### src/rtl/tmds_rx_channel.sv
// Single-channel TMDS receiver: deserializes an LSB-first bit stream, hunts for the
// symbol boundary on control-token runs and decodes data/control. Optional stats: TMDS_RX_STATS_EN.
//
// state  | meaning
// SEARCH | boundary unknown; counting token runs, slipping one bit per expired window
// LOCKED | boundary acquired; emitting decoded symbols, dropping lock on a token-free window
module tmds_rx_channel #(
   parameter int LOCK_TOKENS = 8,
   parameter int WINDOW_SYMS = 1024
) (
   input  logic        clk_250,
   input  logic        rst_n,
   input  logic        tmds_in,
   output logic        sym_valid,
   output logic        vde,
   output logic [7:0]  vd,
   output logic [1:0]  cd,
   output logic        locked,
   output logic        slip
`ifdef TMDS_RX_STATS_EN
   ,
   output logic [15:0] lock_loss_cnt,
   output logic [15:0] slip_cnt
`endif
);

   localparam int WW = $clog2(WINDOW_SYMS + 1);
   localparam int TW = $clog2(LOCK_TOKENS + 1);

   typedef enum logic {
      S_SEARCH = 1'b0,
      S_LOCKED = 1'b1
   } state_t;

   state_t        state, state_nxt;
   // sr[0] of the conceptual 10-bit shifter is never read, so only bits 9..1 are kept
   logic [9:1]    sr;
   logic [9:0]    sym;
   logic [3:0]    ph;
   logic          bnd;
   logic [TW-1:0] tok_cnt, tok_nxt, tok_inc;
   logic [WW-1:0] win_cnt, win_nxt, win_inc;
   logic          slip_nxt, valid_nxt;
   logic          is_tok;
   logic [1:0]    tok_cd;
   logic [7:0]    d_pre, dec;

   always_comb begin
      is_tok = 1'b1;
      tok_cd = 2'b00;
      case (sym)
         10'h354: tok_cd = 2'b00;
         10'h0AB: tok_cd = 2'b01;
         10'h154: tok_cd = 2'b10;
         10'h2AB: tok_cd = 2'b11;
         default: is_tok = 1'b0;
      endcase
   end

   assign d_pre = sym[9] ? ~sym[7:0] : sym[7:0];
   assign dec   = {d_pre[7:1] ^ d_pre[6:0] ^ {7{~sym[8]}}, d_pre[0]};

   assign tok_inc = (tok_cnt == TW'(LOCK_TOKENS)) ? tok_cnt : tok_cnt + TW'(1);
   assign win_inc = (win_cnt == WW'(WINDOW_SYMS)) ? win_cnt : win_cnt + WW'(1);

   always_comb begin
      state_nxt = state;
      tok_nxt   = tok_cnt;
      win_nxt   = win_cnt;
      slip_nxt  = 1'b0;
      valid_nxt = 1'b0;
      if (bnd) begin
         case (state)
            S_SEARCH: begin
               tok_nxt = is_tok ? tok_inc : '0;
               win_nxt = win_inc;
               // lock takes priority over a window expiring on the same symbol
               if (is_tok && tok_inc == TW'(LOCK_TOKENS)) begin
                  state_nxt = S_LOCKED;
                  tok_nxt   = '0;
                  win_nxt   = '0;
               end else if (win_inc == WW'(WINDOW_SYMS)) begin
                  slip_nxt = 1'b1;
                  tok_nxt  = '0;
                  win_nxt  = '0;
               end
            end
            S_LOCKED: begin
               if (is_tok) begin
                  win_nxt   = '0;
                  valid_nxt = 1'b1;
               end else if (win_inc == WW'(WINDOW_SYMS)) begin
                  state_nxt = S_SEARCH;
                  slip_nxt  = 1'b1;
                  tok_nxt   = '0;
                  win_nxt   = '0;
               end else begin
                  win_nxt   = win_inc;
                  valid_nxt = 1'b1;
               end
            end
            default: state_nxt = S_SEARCH;
         endcase
      end
   end

   always_ff @(posedge clk_250 or negedge rst_n) begin
      if (!rst_n) begin
         sr        <= '0;
         sym       <= '0;
         ph        <= '0;
         bnd       <= 1'b0;
         state     <= S_SEARCH;
         tok_cnt   <= '0;
         win_cnt   <= '0;
         sym_valid <= 1'b0;
         slip      <= 1'b0;
         vde       <= 1'b0;
         vd        <= '0;
         cd        <= '0;
      end else begin
         sr  <= {tmds_in, sr[9:2]};
         bnd <= (ph == 4'd9);
         if (ph == 4'd9) sym <= {tmds_in, sr[9:1]};
         // a slip holds the phase for one bit, pushing every later boundary back
         if (!slip_nxt) ph <= (ph == 4'd9) ? 4'd0 : ph + 4'd1;
         state     <= state_nxt;
         tok_cnt   <= tok_nxt;
         win_cnt   <= win_nxt;
         sym_valid <= valid_nxt;
         slip      <= slip_nxt;
         if (valid_nxt) begin
            vde <= ~is_tok;
            if (is_tok) cd <= tok_cd;
            else        vd <= dec;
         end
      end
   end

   assign locked = (state == S_LOCKED);

`ifdef TMDS_RX_STATS_EN
   always_ff @(posedge clk_250 or negedge rst_n) begin
      if (!rst_n) begin
         lock_loss_cnt <= '0;
         slip_cnt      <= '0;
      end else begin
         if (slip_nxt && state == S_LOCKED && lock_loss_cnt != 16'hFFFF)
            lock_loss_cnt <= lock_loss_cnt + 16'd1;
         if (slip_nxt && slip_cnt != 16'hFFFF)
            slip_cnt <= slip_cnt + 16'd1;
      end
   end
`endif

endmodule

### config.mk
export PLATFORM = sky130hd
export DESIGN_NAME = tmds_rx_channel
export DESIGN_NICKNAME = d
export VERILOG_FILES = /design/src/rtl/tmds_rx_channel.sv
export SDC_FILE = /design/constraint.sdc
export NUM_CORES = 1
export LEC_CHECK = 0
export CAP_MARGIN = 25
export CORE_AREA = 2 2 76 78
export CTS_CLUSTER_DIAMETER = 100
export CTS_CLUSTER_SIZE = 8
export DETAILED_ROUTE_END_ITERATION = 10
export DIE_AREA = 0 0 78 80
export GPL_ROUTABILITY_DRIVEN = 0
export PLACE_DENSITY_LB_ADDON = 0.1
export SYNTH_ARGS = -nofsm -noshare
export SYNTH_HDL_FRONTEND = slang
export SYNTH_SLANG_ARGS = --single-unit
export TNS_END_PERCENT = 100
### constraint.sdc
create_clock -name clk_250 -period 2.6 [get_ports clk_250]
set_input_delay 0.65 -clock clk_250 [delete_from_list [all_inputs] [get_ports clk_250]]
set_output_delay 0.65 -clock clk_250 [all_outputs]
set_load 0.1 [all_outputs]
==> impl_metrics.csv <==
group,metric,value,unit
layout,nets,292,
setup_path,ff2ff_path_depth,8,
layout,fill_cells,478,
synth,post_synth_num_cell_types,52,
grt,grt_overflow_total,0,
power,p_per_area,457,nW/um^2
synth,yosys.area_share.simple,0.158,
layout,stdcell_area,3240,um^2
synth,syn_nets,261,
clock_tree,cts_made_buffers,5,
synth,synth_top_family_by_area,"simple AND/OR/NAND/NOR gates",
placed_design,dp_cells,349,
floorplan,rows,27,
sta,setup_viol,0,
clock_tree,htreeDepth,2,
layout,synthToLayoutAreaGrowth,17.8,%
sta,hold_violations,0,
setup_path,worstSetupEndpointType,"flip-flop",
setup_path,worstPathArrival,2720,ps
clock_tree,cts.sinks,53,
power,leakage,1.44,nW
setup_path,required,2810,ps
drt,num_vias,2073,
synth,syn_area,2760,um^2
setup_path,reg2reg_slack,80,ps
placed_design,io_buffers,16,
grt,grt_pass1_vias,2020,
layout,final_util,0.600,
drt,remaining_drc_errors,0,
synth,synth_top_cell_by_area,"dfrtp_1",
synth,yosysSeqAreaShare,0.481,
floorplan,fp.dieH,80,um
sta,relSlewSlack,0.635,
clock_tree,path_clk_slew,100,ps
setup_path,reg2reg_from,"win_cnt[0]",
clock_tree,hold_buffers,0,
drt,antenna_left,0,
placed_design,place_ws,-61.8,ps
drt,wirelength,5.77,mm
placed_design,postPlaceCellArea,3070,um^2
synth,async_flop_share,1.00,
flow_run,maxCapViolations,0,
sta,setup_tns,0,ps
setup_path,crit_type,"flip-flop to flip-flop",
setup_path,timing.critical_path.from,"win_cnt[0]",
setup_path,cpMaxStageDelayCell,"or4b_4",
clock_tree,clk_latency,310,ps
layout,fin_cells,358,
synth,synth_top_cell_area_share,0.481,
layout,diodes,0,
clock_tree,cts_tree,"done",
drt,wl_per_cell,16.1,um
setup_path,path_max_fanout,8,
synth,synth.avg_cell_area,10.8,um^2
power,vdd_drop_max,0.000268,V
synth,synthXorXnorAreaFrac,0.0572,
synth,yosysWarnings,0,
synth,synth_fa_ha_area_frac,0.0182,
floorplan,die_area,6240,um^2
sta,maxSlewViolCount,0,
sta,min_period_over_period,0.968,
synth,synthFlopType,"dfrtp_1",
setup_path,cp-start-kind,"flip-flop",
setup_path,max_stage_delay,470,ps
sta,worst_slew_pin_slew,547,ps
setup_path,crit_chain,"inv_2, ha_2, or4b_4, o311ai_4, a2bb2oi_2, and4_4, or3_4, mux2_4",
placed_design,dp_hpwl,4.07,mm
floorplan,ios,17,
sta,finalCriticalPeriod,2520,ps
sta,clock_skew,7.20,ps
sta,whs,314,ps
synth,synth_edf_count,0,
synth,synth_compound_area_frac,0.146,
drt,drt_iter0_markers,148,
hold_path,hp-class,"input pin to async pin",
drt,dr.pass1.iters,4,
drt,viasPerCell,5.79,
synth,yosys-top-cells-area,"dfrtp_1 48%, mux2_2 4.5%, mux2_4 4.4%",
grt,track_usage,0.206,
setup_path,r2r-end,"vd[7]",
floorplan,start_util,0.510,
grt,grt_max_degree,32,
floorplan,core_region_area,5410,um^2
run_status,status,"finished, final reports clean",
synth,synth_seq_cells,53,
grt,antenna_found_initial,0,
clock_tree,root_buffer,"clkbuf_8",
synth,yosys-mux-area-fraction,0.0958,
sta,fin_ws,83.8,ps
power,p_total,1.48,mW
clock_tree,max-clock-path-buffers,2,
synth,synth_most_common_cell,"dfrtp_1",
floorplan,fp.dieW,78,um
grt,grt_pass1_wl,9.92,mm
setup_path,crit_end,"vd[7]",
sta,max_freq,397,MHz
layout,drive_gt1_frac,0.276,
synth,synth_cells,254,
[placed cells by master (no fill, tap or decap), types with 3 or more instances in the layout]
master	count
nand4_1	5
o31ai_1	4
xor2_1	7
clkbuf_8	5
mux2_4	8
o2bb2ai_1	4
nand2_1	11
a31oi_1	9
dfrtp_1	53
nor3_1	5
o21bai_1	3
ha_1	3
nor4bb_1	3
nand2b_1	5
buf_4	35
nor2_1	11
o21ai_0	8
a21oi_1	8
xnor2_1	11
mux2_2	11
or4_1	4
inv_1	9
or3_1	3
and3_1	5
nand3_1	6
[worst min path at each step]
stage             to  cells past startpoint  slack [ps]
6_report       ph[2]                      1         310
3_5_place_dp   sr[6]                      0         360
5_1_grt        ph[2]                      1         350
3_3_place_gp   sr[5]                      0         350
2_1_floorplan    bnd                      0         350
4_1_cts        ph[0]                      1         330
[layer usage]
layer  wire [um]  share of wire  up-vias  track usage
met5           0              0        -            0
met4          43         0.0074        0       0.0702
met3         281          0.049        4       0.0430
met2        2600           0.45       44        0.299
met1        2850           0.49     1034        0.305
li1            -              -      991            -
[where the power goes]
part,switching (mW),internal (mW),total [mW]
sequential,0.0142,0.839,0.853
clock,0.282,0.289,0.571
combinational,0.0311,0.0274,0.0585
[cells by family (layout without fill, tap and decap cells)]
logic type	Yosys count	after routing
AOI/OAI and AO/OA	57	57
xor gates and xnor gates	18	18
DFF	53	53
and+or+nand+nor	74	74
buffers and inverters	27	59
muxes	21	21
adders and majority gates	4	4
[cell type report]
class	instances	area (um^2)	area share
clock inverter	3	43.8	0.0135
clock buffer	5	68.8	0.0212
sequential	53	1330	0.409
multi-input combinational	174	1360	0.420
timing repair buffer	39	309	0.0953
tap	72	90.1	0.0278
inverter	12	45.0	0.0139
[registers in the layout (all words and copies together), names as in the netlist, 2 cells and up]
| register | flops |
|---|---|
| cd | 2 |
| ph | 4 |
| sr | 9 |
| sym | 10 |
| tok_cnt | 4 |
| vd | 8 |
| win_cnt | 11 |
[critical path, delay by kind of cell, from the launching register on]
kind	cells	cell delay, ps
simple gates	3	1150
mux	1	320
flops	1	400
compound gates	2	320
buf+inv	1	60
fa+ha+maj	1	160
[repair_timing]
action / in CTS / in global routing
pin swaps: 0 / 3
setup buffers: 0 / 1
setup endpoints to repair: 8 / 15
gates resized for setup: 1 / 11
Power figures use the tool's default switching activity.
